**src/rtl/avalon_io_responder_if.sv**
```systemverilog
`default_nettype none
// ============================================================================
// Module      : avalon_io_responder_if
// Description : Avalon-MM bus bundle between the CPU data master and the
//               board I/O responder (command, wait and read-response signals).
// Revision    : 1.0 - initial release
// ============================================================================
interface avalon_io_responder_if #(
    parameter int ADDR_WIDTH = 29
);
    logic [ADDR_WIDTH-1:0] avs_address;
    logic [3:0]            avs_byteenable;
    logic                  avs_read;
    logic                  avs_write;
    logic [31:0]           avs_writedata;
    logic [31:0]           avs_readdata;
    logic                  avs_waitrequest;
    logic                  avs_readdatavalid;

    modport master (
        output avs_address, avs_byteenable, avs_read, avs_write, avs_writedata,
        input  avs_readdata, avs_waitrequest, avs_readdatavalid
    );

    modport slave (
        input  avs_address, avs_byteenable, avs_read, avs_write, avs_writedata,
        output avs_readdata, avs_waitrequest, avs_readdatavalid
    );
endinterface
`default_nettype wire

```
**src/rtl/avalon_io_responder.sv**
```systemverilog
`default_nettype none
// ============================================================================
// Module      : avalon_io_responder
// Description : Avalon-MM slave holding LED, HEX, scratch and error-count
//               registers, with programmable wait states and a fixed-latency
//               pipelined read response.
// Revision    : 1.0 - initial release
// ============================================================================
module avalon_io_responder #(
    parameter int ADDR_WIDTH   = 29,
    parameter int WAIT_STATES  = 1,
    parameter int READ_LATENCY = 2,
    parameter int HEX_DIGITS   = 6
) (
    input  logic                      clock,
    input  logic                      reset,
    avalon_io_responder_if.slave      avs,
    output logic [9:0]                leds,
    output logic [7*HEX_DIGITS-1:0]   hex_segments,
    output logic [7:0]                error_count
);
    // Word addresses of the register map (byte address >> 2)
    localparam logic [ADDR_WIDTH-1:0] LED_WADDR = ADDR_WIDTH'(32'h0100_0000);
    localparam logic [ADDR_WIDTH-1:0] SCR_WADDR = ADDR_WIDTH'(32'h0100_0010);
    localparam logic [ADDR_WIDTH-1:0] HEX_WADDR = ADDR_WIDTH'(32'h0100_0020);
    localparam logic [ADDR_WIDTH-1:0] ERR_WADDR = ADDR_WIDTH'(32'h0100_0030);

    logic                  cmd;
    logic                  wait_req;
    logic                  accept;
    logic                  wr_acc;
    logic                  rd_acc;
    logic                  bad_acc;
    logic                  led_hit;
    logic                  scr_hit;
    logic                  err_hit;
    logic [HEX_DIGITS-1:0] hex_hit;
    logic                  mapped;
    logic [31:0]           rd_value;

    logic [9:0]  leds_q,    leds_d;
    logic [31:0] scratch_q, scratch_d;
    logic [6:0]  hex_q [HEX_DIGITS];
    logic [6:0]  hex_d [HEX_DIGITS];
    logic [7:0]  err_q,     err_d;

    logic [READ_LATENCY-1:0] pv_q, pv_d;
    logic [31:0]             pd_q [READ_LATENCY];
    logic [31:0]             pd_d [READ_LATENCY];

    // Byte-lane merge for full 32-bit registers
    function automatic logic [31:0] merge_lanes(input logic [31:0] old_val,
                                                input logic [31:0] new_val,
                                                input logic [3:0]  be);
        logic [31:0] res;
        res = old_val;
        for (int b = 0; b < 4; b++) begin
            if (be[b]) res[8*b +: 8] = new_val[8*b +: 8];
        end
        return res;
    endfunction

    // Both read and write high is a write that is also flagged as an error
    assign cmd     = avs.avs_read | avs.avs_write;
    assign accept  = cmd & ~wait_req;
    assign wr_acc  = accept & avs.avs_write;
    assign rd_acc  = accept & avs.avs_read & ~avs.avs_write;
    assign bad_acc = accept & ((avs.avs_read & avs.avs_write) | ~mapped);

    assign avs.avs_waitrequest = wait_req;

    // Wait-state counter: holds off each command for WAIT_STATES cycles
    generate
        if (WAIT_STATES > 0) begin : g_wait
            localparam int WC_W = $clog2(WAIT_STATES + 1);
            logic [WC_W-1:0] wc_q, wc_d;

            assign wait_req = cmd && (wc_q < WC_W'(WAIT_STATES));

            // Count only while stalling; idle or acceptance returns to zero
            always_comb begin
                wc_d = '0;
                if (wait_req) wc_d = wc_q + 1'b1;
            end

            // Wait counter register
            always_ff @(posedge clock or negedge reset) begin
                if (!reset) wc_q <= '0;
                else        wc_q <= wc_d;
            end
        end else begin : g_nowait
            assign wait_req = 1'b0;
        end
    endgenerate

    // Full-address decode and read-data mux
    always_comb begin
        led_hit  = (avs.avs_address == LED_WADDR);
        scr_hit  = (avs.avs_address == SCR_WADDR);
        err_hit  = (avs.avs_address == ERR_WADDR);
        hex_hit  = '0;
        rd_value = '0;
        for (int i = 0; i < HEX_DIGITS; i++) begin
            hex_hit[i] = (avs.avs_address == HEX_WADDR + ADDR_WIDTH'(i));
            if (hex_hit[i]) rd_value[6:0] = hex_q[i];
        end
        mapped = led_hit | scr_hit | err_hit | (|hex_hit);
        if (led_hit) rd_value[9:0] = leds_q;
        if (scr_hit) rd_value      = scratch_q;
        if (err_hit) rd_value[7:0] = err_q;
    end

    // Register writes per byte lane; ERRCNT write-clear beats the increment
    always_comb begin
        leds_d    = leds_q;
        scratch_d = scratch_q;
        hex_d     = hex_q;
        err_d     = err_q;
        if (wr_acc) begin
            if (led_hit) begin
                if (avs.avs_byteenable[0]) leds_d[7:0] = avs.avs_writedata[7:0];
                if (avs.avs_byteenable[1]) leds_d[9:8] = avs.avs_writedata[9:8];
            end
            if (scr_hit) begin
                scratch_d = merge_lanes(scratch_q, avs.avs_writedata, avs.avs_byteenable);
            end
            for (int i = 0; i < HEX_DIGITS; i++) begin
                if (hex_hit[i] && avs.avs_byteenable[0]) hex_d[i] = avs.avs_writedata[6:0];
            end
        end
        if (wr_acc && err_hit) begin
            err_d = 8'd0;
        end else if (bad_acc && (err_q != 8'hFF)) begin
            err_d = err_q + 8'd1;
        end
    end

    // Read pipeline: each stage only reloads when a response moves into it,
    // so the last stage holds the previous readdata between responses
    always_comb begin
        pv_d[0] = rd_acc;
        pd_d[0] = rd_acc ? rd_value : pd_q[0];
        for (int s = 1; s < READ_LATENCY; s++) begin
            pv_d[s] = pv_q[s-1];
            pd_d[s] = pv_q[s-1] ? pd_q[s-1] : pd_q[s];
        end
    end

    // Register file and read pipeline state; reset flushes in-flight reads
    always_ff @(posedge clock or negedge reset) begin
        if (!reset) begin
            leds_q    <= '0;
            scratch_q <= '0;
            err_q     <= '0;
            pv_q      <= '0;
            for (int i = 0; i < HEX_DIGITS; i++) hex_q[i] <= 7'h7F;
            for (int s = 0; s < READ_LATENCY; s++) pd_q[s] <= '0;
        end else begin
            leds_q    <= leds_d;
            scratch_q <= scratch_d;
            err_q     <= err_d;
            pv_q      <= pv_d;
            for (int i = 0; i < HEX_DIGITS; i++) hex_q[i] <= hex_d[i];
            for (int s = 0; s < READ_LATENCY; s++) pd_q[s] <= pd_d[s];
        end
    end

    assign avs.avs_readdatavalid = pv_q[READ_LATENCY-1];
    assign avs.avs_readdata      = pd_q[READ_LATENCY-1];
    assign leds                  = leds_q;
    assign error_count           = err_q;

    generate
        for (genvar i = 0; i < HEX_DIGITS; i++) begin : g_hex_out
            assign hex_segments[7*i +: 7] = hex_q[i];
        end
    endgenerate
endmodule
`default_nettype wire

```
**src/flat_wrapper.sv**
```systemverilog
// flat-port wrapper written by rule: the top's interface ports become plain ports
module avalon_io_responder_flat 
#(
    parameter int ADDR_WIDTH   = 29,
    parameter int WAIT_STATES  = 1,
    parameter int READ_LATENCY = 2,
    parameter int HEX_DIGITS   = 6
)
  (clock, reset, leds, hex_segments, error_count, avs_avs_address, avs_avs_byteenable, avs_avs_read, avs_avs_write, avs_avs_writedata, avs_avs_readdata, avs_avs_waitrequest, avs_avs_readdatavalid);
  avalon_io_responder_if #(.ADDR_WIDTH(ADDR_WIDTH)) avs_i ();
  input  logic clock;
  input  logic reset;
  output logic [9:0] leds;
  output logic [7*HEX_DIGITS-1:0] hex_segments;
  output logic [7:0] error_count;
  input wire logic [$bits(avs_i.avs_address)-1:0] avs_avs_address;
  input wire logic [$bits(avs_i.avs_byteenable)-1:0] avs_avs_byteenable;
  input wire logic [$bits(avs_i.avs_read)-1:0] avs_avs_read;
  input wire logic [$bits(avs_i.avs_write)-1:0] avs_avs_write;
  input wire logic [$bits(avs_i.avs_writedata)-1:0] avs_avs_writedata;
  output wire logic [$bits(avs_i.avs_readdata)-1:0] avs_avs_readdata;
  output wire logic [$bits(avs_i.avs_waitrequest)-1:0] avs_avs_waitrequest;
  output wire logic [$bits(avs_i.avs_readdatavalid)-1:0] avs_avs_readdatavalid;
  assign avs_i.avs_address = avs_avs_address;
  assign avs_i.avs_byteenable = avs_avs_byteenable;
  assign avs_i.avs_read = avs_avs_read;
  assign avs_i.avs_write = avs_avs_write;
  assign avs_i.avs_writedata = avs_avs_writedata;
  assign avs_avs_readdata = avs_i.avs_readdata;
  assign avs_avs_waitrequest = avs_i.avs_waitrequest;
  assign avs_avs_readdatavalid = avs_i.avs_readdatavalid;
  avalon_io_responder #(.ADDR_WIDTH(ADDR_WIDTH), .WAIT_STATES(WAIT_STATES), .READ_LATENCY(READ_LATENCY), .HEX_DIGITS(HEX_DIGITS)) u_core (.clock(clock), .reset(reset), .avs(avs_i), .leds(leds), .hex_segments(hex_segments), .error_count(error_count));
endmodule
```
**config.mk**
```make
export PLATFORM = sky130hd
export DESIGN_NAME = avalon_io_responder_flat
export DESIGN_NICKNAME = d
export VERILOG_FILES = /design/src/rtl/avalon_io_responder_if.sv /design/src/rtl/avalon_io_responder.sv /design/src/flat_wrapper.sv
export SDC_FILE = /design/constraint.sdc
export NUM_CORES = 1
export LEC_CHECK = 0
export BUFFER_PORTS_ARGS = -buffer_cell sky130_fd_sc_hd__buf_2
export CORE_MARGIN = 2
export CORE_UTILIZATION = 54
export CTS_CLUSTER_DIAMETER = 120
export DETAILED_ROUTE_END_ITERATION = 12
export PLACE_DENSITY_LB_ADDON = 0.2
export SLEW_MARGIN = 25
export SYNTH_ARGS = -nofsm -noshare
export SYNTH_HDL_FRONTEND = slang
export SYNTH_SLANG_ARGS = --single-unit
```
**constraint.sdc**
```tcl
create_clock -name clock -period 2.3 [get_ports clock]
set_input_delay 0.46 -clock clock [delete_from_list [all_inputs] [get_ports clock]]
set_output_delay 0.46 -clock clock [all_outputs]
set_load 0.01 [all_outputs]
```
==> results of run 1 <==
[synthesized netlist by cell type, drive strengths merged, types with 2 or more instances]
cell	instances	share of area [%]
a2111oi	2	0.25
a211o	2	0.25
a211oi	2	0.21
a21oi	9	0.63
a221oi	5	0.62
a22o	24	3.0
a22oi	3	0.32
a31oi	3	0.26
and2	2	0.18
and3	6	0.53
buf	41	4.1
clkbuf	16	0.84
dfrtp	117	41
dfstp	42	16
mux2	119	19
mux2i	8	1.1
mux4	5	1.6
nand2	25	1.3
nand2b	4	0.35
nand3	16	1.3
nand3b	2	0.21
nand4	7	0.62
nor2	26	1.4
nor2b	3	0.26
nor3	3	0.21
nor3b	3	0.46
nor4	6	0.74
nor4b	3	0.37
o21ai	9	0.63
o31ai	2	0.21
xnor2	4	0.49
[per-layer routing]
metal	vias to the layer above	part of all wire [%]	global-route usage, %	routed length, um
met4	0	1.9	9.00	320
li1	2302	-	-	-
met3	26	5.5	5.45	930
met1	2537	43	33.5	7230
met2	157	50	41.5	8430
met5	-	0	0	0
[area by class of cell]
cell class | count | area, um^2 | area share (%)
Inverter | 2 | 7.51 | 0.0845
Sequential cell | 159 | 4030 | 45.4
Timing Repair Buffer | 221 | 1340 | 15.1
Clock buffer | 21 | 460 | 5.18
Tap cell | 172 | 215 | 2.42
Multi-Input combinational cell | 318 | 2720 | 30.7
Clock inverter | 11 | 108 | 1.21
[registers in the layout, indices dropped and copies added, names as in the netlist]
register / flops
u_core.pd_q: 32
u_core.error_count: 8
u_core.avs.avs_readdata: 32
u_core.leds: 10
u_core.hex_segments: 42
u_core.g_wait.wc_q: 1
u_core.scratch_q: 32
u_core.pv_q: 2
[what timing repair did]
action | in CTS | in global routing
setup buffers | 0 | 0
hold buffers | 1 | 0
endpoints found under the hold margin | 13 | 0
[per-stage QoR]
stage	instance area, um^2	instances
after floorplan	7120	536
after global placement	8310	871
after detailed placement	8310	871
after CTS	8880	904
after global routing	8880	904
final	8880	904
[worst reg2reg max path: stages (launching register included)]
cell and delay (ns):
dfrtp_1 0.35, ha_1 0.17, and3_1 0.19, a31oi_1 0.08, a2111oi_0 0.56, nor3_1 0.16, buf_4 0.19, a211o_1 0.28
nand2_1 0.05
[how the worst min path moves through the flow]
stage / endpoint / cells past startpoint
finish: u_core.scratch_q[12] / 2
global route: u_core.scratch_q[12] / 2
CTS: u_core.scratch_q[12] / 2
detailed placement: u_core.avs.avs_readdata[17] / 1
global placement: u_core.avs.avs_readdata[17] / 1
floorplan: u_core.avs.avs_readdata[0] / 0
[cells by family (layout without fill, tap and decap cells)]
kind of cell / after synthesis / count (layout) / synth area share (%)
DFF: 159 / 159 / 56.7
muxes: 132 / 132 / 21.6
and+or+nand+nor: 111 / 111 / 8.62
AOI/OAI and AO/OA: 69 / 69 / 7.27
buffers and inverters: 59 / 255 / 5.07
xor gates and xnor gates: 5 / 5 / 0.616
adders and majority gates: 1 / 1 / 0.176
[report_power, final]
part | leakage (nW) | total, mW | internal [mW] | switching [mW]
clock network | 0.262 | 2.69 | 1.55 | 1.13
registers | 2.03 | 3.02 | 2.93 | 0.0961
logic | 2.18 | 0.800 | 0.360 | 0.439
total | 4.48 | 6.51 | 4.84 | 1.67
==> impl_metrics.ini, run 1 <==
[outcome]
status = finished clean

[die]
rows = 41
io_pins = 163
dieArea_um2 = 14100
die_w_um = 119
initial_utilization_pct = 55.9
fp.dieH_um = 119
coreArea_um2 = 12700

[placed_design]
gp_congestion = 0.893
post-dp-hpwl_um = 12300
io_buffers = 162
dp_slack_ns = -0.185

[global_route]
gr-total-overflow = 0
track_usage_pct = 25.4
grt_pass1_wl_um = 27600
grt_max_degree = 63
antenna_found_initial = 0
grt_pass1_vias = 5246

[logic_synthesis]
synth-warning-count = 0
synthCells = 536
postSynthAreaPerCell_um2 = 13.3
async_flop_share_pct = 100
synthDistinctLibCells = 55
ys.flop_type = dfrtp_1
ys_ff_latch = 159
syn_nets = 606
seq_area_frac_synth_pct = 56.7
synth_area_um2 = 7110
synth_edf_count = 0

[worst_setup_path]
ff2ff_path_depth = 8
crit_buf_inv = 3
cpMaxStageDelayCell = a2111oi_0
critPathTopFamily = compound AO/OA/AOI/OAI gates
critPathMaxFanout = 4
path_depth = 9
crit_start = avs_avs_address[23]
end_kind = register
cp_data_arrival_time_ns = 2.48
r2r_start = u_core.error_count[1]
cp-endpoint = u_core.error_count[4]
crit_type = input pin to register
crit_top_cell = buf_4
cp-start-kind = input pin
path_cells = buf_2, nor4_1, nand4_1, buf_4, a2111oi_0, nor3_1, buf_4, a211o_1, nand2_1
r2r_end = u_core.error_count[4]
required_ns = 2.67
r2r_slack_ns = 0.21
slowest_delay_ns = 0.50

[finish]
drive_gt1_share_pct = 58.1
final_core_utilization_pct = 69.8
final_common_cell = buf_2
layout.cells.most_common_list = buf_2, mux2_2, dfrtp_1
filler_cell_count = 952
nNetsFinal = 789
syn2layout_area_growth_pct = 24.9
diodes = 0

[timing]
finalSetupTns_ns = 0
grt_setup_unrepaired = no
maxSlewHeadroom_pct = 59.5
fmaxAchievable_mhz = 473
period_minus_slack_ns = 2.12
worstMarginPinSlew_ns = 0.592
hold_slack_ns = 0.268
setup_slack_ns = 0.184
hold_viol_final = 0
setup_violations = 0
fin_worst_skew_ns = 0.00650
finalCritPeriodShare_pct = 92.0
finalMaxSlewViolations = 0

[clock_network]
cts_tree = done
cts_resized = 0
clock_latency_ns = 0.42
root_buffer = clkbuf_16
clk_pin_slew_worst_paths_ns = 0.06
clock-sinks = 159
h-tree-depth = 4
clock_path_buffers = 2
numCtsBuffers = 17

[detailed_routing]
drtAntennaViolNets = 0
drt_iter0_drc = 344
vias_per_cell = 5.56
remaining_drc_errors = 0
drt-total-wl_um = 16900
dr.pass1.iters = 4
wl_per_cell_um = 18.7
vias = 5022

[job]
maxCapViolations = 0

[worst_hold_path]
hp-class = input pin to register
worstHoldStart = avs_avs_writedata[12]

[power_and_ir_drop]
power_leakage_nw = 4.48
power.density_nw_per_um2 = 732
vdd_ir_drop_max_mv = 0.453
p_total_mw = 6.51
Power figures use the tool's default switching activity.
==> run 2: changes to the inputs <==
Settings changed: ABC_AREA from default to 1, CORE_UTILIZATION 54 to 55.
==> run 2 against run 1 <==
  * Register-to-register slack improved by 0.05 ns
  * Maximum frequency increased by 3.8%
  * Synthesized cell count increased by 60%
  * Non-clock buffer count fell by 36
  * Die area up 4.0%
  * Combinational power shrank 11%
  * Setup slack better by 0.078 ns
  * Clock-buffer cell count increased by 3
  * Highest routed layer is now met5
  * Sequential share of layout area is 0.64 points lower
  * Hold slack worse by 0.022 ns
  * Clock skew rose by 0.0024 ns
  * Sequential power is 3% higher
==> impl_metrics.ini, run 2 <==
[detailed_routing]
vias = 6167
remaining_drc_errors = 0
drt_iter0_drc = 492
dr.pass1.iters = 5
wl_per_cell_um = 15.0
drt-total-wl_um = 18000
vias_per_cell = 5.16
drtAntennaViolNets = 0

[timing]
hold_viol_final = 0
fmaxAchievable_mhz = 491
setup_violations = 0
finalCritPeriodShare_pct = 88.6
grt_setup_unrepaired = no
finalSetupTns_ns = 0
period_minus_slack_ns = 2.04
hold_slack_ns = 0.246
finalMaxSlewViolations = 0
maxSlewHeadroom_pct = 51.8
worstMarginPinSlew_ns = 0.720
fin_worst_skew_ns = 0.00894

[clock_network]
numCtsBuffers = 17
root_buffer = clkbuf_16
cts_setup_buffers = 0
clock_latency_ns = 0.43
clock-sinks = 159
hold_buffers = 1
cts_resized = 0
clock_path_buffers = 2
cts_tree = done
clk_pin_slew_worst_paths_ns = 0.06
h-tree-depth = 4

[worst_setup_path]
path_cells = ha_1, nand3_1, nor3b_1, a31oi_1, nand2_2, nand3_1, nand2_1
cp_data_arrival_time_ns = 2.40
slowest_delay_ns = 0.46
crit_top_cell = nand3_1
critPathTopFamily = simple AND/OR/NAND/NOR gates
cpMaxStageDelayCell = dfrtp_1
end_kind = register
cp-start-kind = register
crit_buf_inv = 0
critPathMaxFanout = 9
crit_type = register to register
required_ns = 2.66

[logic_synthesis]
yosysMostFrequentCell = nand2_1
synth_top_area_share_pct = 38.8
seq_area_frac_synth_pct = 53.4
async_flop_share_pct = 100
synthDistinctLibCells = 34
ys.flop_type = dfrtp_1
netlist.top_cell.by_area = dfrtp_1
synth_area_um2 = 7550
syn_nets = 927
synth.top_cells.by_area = dfrtp_1, dfstp_2, nand2_1
postSynthAreaPerCell_um2 = 8.81
ys_ff_latch = 159
synth_common_cells = nand2_1, dfrtp_1, nor2_1, inv_1, nand3_1
synth-warning-count = 0
synthCells = 857
synth_edf_count = 0

[global_route]
grt_max_degree = 57
antenna_found_initial = 1
track_usage_pct = 26.0
gr-total-overflow = 0
grt_pass1_wl_um = 29200
grt_pass1_vias = 5761

[finish]
largest_reg_flops = 42
seqCellArea_um2 = 4030
layout.cells.most_common_list = buf_2, nand2_1, dfrtp_1
syn2layout_area_growth_pct = 19.4
multi_input_area_um2 = 2740
final_core_utilization_pct = 67.8
nNetsFinal = 1075
drive_gt1_share_pct = 29.6
final_common_cell = buf_2
filler_cell_count = 1095
final_area_um2 = 9010
diodes = 0

[die]
io_pins = 163
fp.dieH_um = 121
initial_utilization_pct = 56.8
die_w_um = 121
rows = 42
dieArea_um2 = 14700
coreArea_um2 = 13300

[worst_hold_path]
hp-class = input pin to register

[power_and_ir_drop]
vdd_ir_drop_max_mv = 0.525
power.density_nw_per_um2 = 723
p_total_mw = 6.52
power_leakage_nw = 4.72

[placed_design]
io_buffers = 162
placed_cell_area_um2 = 8430
post-dp-hpwl_um = 13200
gp_congestion = 0.855

[job]
maxCapViolations = 0

[outcome]
status = finished clean
-- run 2: layout make-up --
class | count | share of cell area [%]
repair buffers | 185 | 11.3
clock buffers | 24 | 5.46
multi-input cells | 527 | 30.4
clock inverters | 8 | 0.889
flip-flops and latches | 159 | 44.7
inverters | 115 | 4.79
well taps | 176 | 2.44
-- run 2: path summary, 6_finish.rpt --
check	start	to	slack, ns	depth (start not counted)
max in group asynchronous	reset	u_core.pd_q[37]	1.12	3
max reg2reg	u_core.error_count[0]	u_core.error_count[3]	0.26	7
min reg2reg	u_core.pd_q[37]	u_core.pd_q[37]	0.47	2
max	u_core.error_count[0]	u_core.error_count[3]	0.26	7
min in group asynchronous	reset	u_core.avs.avs_readdata[17]	0.48	2
min	avs_avs_writedata[14]	u_core.scratch_q[14]	0.25	3
-- run 2: metal layers --
metal / up-vias / wire (um) / GRT usage [%]
met5: - / 13 / 0
met3: 25 / 1040 / 6.81
met1: 2947 / 7860 / 34.7
li1: 3029 / - / -
met2: 164 / 8780 / 42.2
met4: 2 / 257 / 7.76
-- run 2: through the flow --
| step | setup slack, ns | instances |
|---|---|---|
| CTS | 0.281 | 1194 |
| global route | 0.0620 | 1194 |
| finish | 0.262 | 1194 |
| floorplan | 0.445 | 857 |
| global placement | 0.132 | 1161 |
| detailed placement | 0.114 | 1161 |
-- run 2: power breakdown --
| part | switching [mW] | internal, mW | total [mW] |
|---|---|---|---|
| Combinational | 0.425 | 0.289 | 0.714 |
| Sequential | 0.142 | 2.98 | 3.12 |
| Clock | 1.09 | 1.60 | 2.69 |
| Total | 1.65 | 4.87 | 6.52 |
-- run 2: tightest hold or removal path, delay by kind of cell --
| kind | cells | cell delay, ns |
|---|---|---|
| multiplexers | 1 | 0.05 |
| buffers and inverters | 2 | 0.12 |
-- run 2: cell families (layout without fill, tap and decap cells) --
family	Yosys count	count (layout)	share of synthesized area, %
AND/OR/NAND/NOR	368	368	21.3
buffers and inverters	171	332	10.3
flip-flops	159	159	53.4
AO/OA/AOI/OAI	107	107	7.31
multiplexers	45	45	6.85
XOR/XNOR	6	6	0.696
adder cells (fa/ha/maj)	1	1	0.166
==> run 3: changes to the inputs <==
Settings changed: CAP_MARGIN from default to 0, CORE_UTILIZATION 55 to 25.
==> run 3 against run 2 <==
  * Flip-flop and latch count unchanged
  * Largest power group unchanged
  * Critical endpoint is now u_core.error_count[6]
  * Global-route usage fell by 12 points
  * Setup slack improved by 0.00093 ns
  * Via count is 2.0% lower
  * Final cell count increased by 19%
  * Power increased by 1.3%
  * Clock skew is 0.0027 ns higher
==> impl_metrics.ini, run 3 (same netlist as run 2, synthesis figures left out) <==
[worst_setup_path]
slowest_delay_ns = 0.59
ff2ff_path_depth = 7
critPathTopFamily = simple AND/OR/NAND/NOR gates
required_ns = 2.62
cpMaxStageDelayCell = a31oi_1
crit_top_cell = nand3_1
crit_type = register to register
crit_buf_inv = 0
cp-start-kind = register
path_depth = 7
path_cells = ha_1, nand3_1, nor3b_1, a31oi_1, nand2_2, nand3_1, nand2_1
critPathMaxFanout = 9
end_kind = register
cp_data_arrival_time_ns = 2.35

[global_route]
gr-total-overflow = 0
grt_max_degree = 62
grt_pass1_wl_um = 34700
grt_pass1_vias = 6129
antenna_found_initial = 1
track_usage_pct = 14.5

[timing]
period_minus_slack_ns = 2.04
finalSetupTns_ns = 0
fmaxAchievable_mhz = 491
hold_viol_final = 0
hold_slack_ns = 0.233
finalCritPeriodShare_pct = 88.6
setup_violations = 0
finalMaxSlewViolations = 0
worstMarginPinSlew_ns = 0.798
maxSlewHeadroom_pct = 46.6
grt_setup_unrepaired = no
fin_worst_skew_ns = 0.0117

[finish]
layout.cells.most_common_list = buf_2, nand2_1, dfrtp_1
nNetsFinal = 1081
syn2layout_area_growth_pct = 24.0
drive_gt1_share_pct = 30.2
largest_reg_flops = 42
final_area_um2 = 9360
final_common_cell = buf_2
filler_cell_count = 3146

[power_and_ir_drop]
clkPwrFrac_pct = 41.7
power.density_nw_per_um2 = 706
seqPwrFrac_pct = 47.0
power_switching_mw = 1.83
vdd_ir_drop_max_mv = 0.506
pwr-share-comb_pct = 11.3
sw_frac_of_total_pct = 27.7
power_leakage_nw = 4.75
intPower_mw = 4.78

[detailed_routing]
drt-total-wl_um = 21800
vias_per_cell = 4.27
remaining_drc_errors = 0
dr.pass1.iters = 4
drtAntennaViolNets = 0
vias = 6045
wl_per_cell_um = 15.4
drt_iter0_drc = 315

[placed_design]
io_buffers = 162
post-dp-hpwl_um = 16500
gp_congestion = 0.767
placed_cell_area_um2 = 8780

[die]
coreArea_um2 = 29700
dieArea_um2 = 31600
io_pins = 163
initial_utilization_pct = 25.4
rows = 63
fp.dieH_um = 178
die_w_um = 178

[clock_network]
cts_resized = 0
clock-sinks = 159
clock_latency_ns = 0.43
h-tree-depth = 4
cts_tree = done
clk_pin_slew_worst_paths_ns = 0.07
root_buffer = clkbuf_16
numCtsBuffers = 17
clock_path_buffers = 2

[job]
maxCapViolations = 0

[outcome]
status = finished clean

[worst_hold_path]
hp-class = input pin to register
hold_depth = 3
run 3: cell types whose count changed in the layout (fill, tap and decap cells not counted), sizes merged:
cell and change:
clkinvlp +2, buf +6, clkinv -1, diode +1, clkbuf -6, inv +5
run 3: area by class of cell:
class / count / area [um^2] / share of cell area, %
inverters: 115 / 432 / 4.61
clock inverters: 14 / 133 / 1.42
multi-input cells: 527 / 2740 / 29.3
clock buffers: 18 / 429 / 4.59
repair buffers: 191 / 1100 / 11.8
well taps: 390 / 488 / 5.22
flip-flops and latches: 159 / 4030 / 43.1
diodes: 1 / 2.50 / 0.0267
run 3: per-stage QoR:
step,std cells,power (mW),utilization [%],setup slack [ns]
after floorplan,857,3.65,-,0.445
after global placement,1381,3.91,29.5,0.0369
after detailed placement,1381,3.92,29.5,0.0367
after CTS,1414,6.72,31.5,0.298
after global routing,1415,6.97,31.5,0.0910
final,1415,6.61,31.5,0.263
run 3: tightest hold or removal path, cell delays in order:
cell and delay (ns):
buf_2 0.07, mux2i_1 0.06, inv_1 0.05
run 3: path summary, 6_finish.rpt:
| path | from | end | slack [ns] |
|---|---|---|---|
| max | u_core.error_count[1] | u_core.error_count[6] | 0.26 |
| min | avs_avs_writedata[13] | u_core.scratch_q[13] | 0.23 |
| max reg2reg | u_core.error_count[1] | u_core.error_count[6] | 0.26 |
| min reg2reg | u_core.pd_q[37] | u_core.pd_q[37] | 0.48 |
| max in group asynchronous | reset | u_core.pd_q[63] | 1.17 |
| min in group asynchronous | reset | u_core.avs.avs_readdata[17] | 0.39 |
run 3: metal layers:
| layer | global-route usage (%) | share of wire [%] | vias to the layer above | routed length, um |
|---|---|---|---|---|
| met5 | 0 | 0 | - | 0 |
| met4 | 3.69 | 0.95 | 0 | 208 |
| met3 | 3.77 | 5.6 | 14 | 1230 |
| met2 | 22.8 | 45 | 163 | 9770 |
| met1 | 19.8 | 49 | 2833 | 10600 |
| li1 | - | - | 3035 | - |
run 3: timing repair:
action                                  CTS  global route
hold endpoints to repair                  5             0
setup buffers                             0             0
hold buffers                              1             0
endpoints found under the setup margin    0             0
run 3: power by group through the flow:
| stage | clock, mW | sequential (mW) | combinational, mW |
|---|---|---|---|
| 4_1_cts | 2.84 | 3.11 | 0.767 |
| 5_1_grt | 2.98 | 3.13 | 0.856 |
| 3_3_place_gp | 0 | 3.16 | 0.758 |
| 2_1_floorplan | 0 | 3.14 | 0.512 |
| 6_report | 2.75 | 3.11 | 0.744 |
| 3_5_place_dp | 0 | 3.16 | 0.761 |
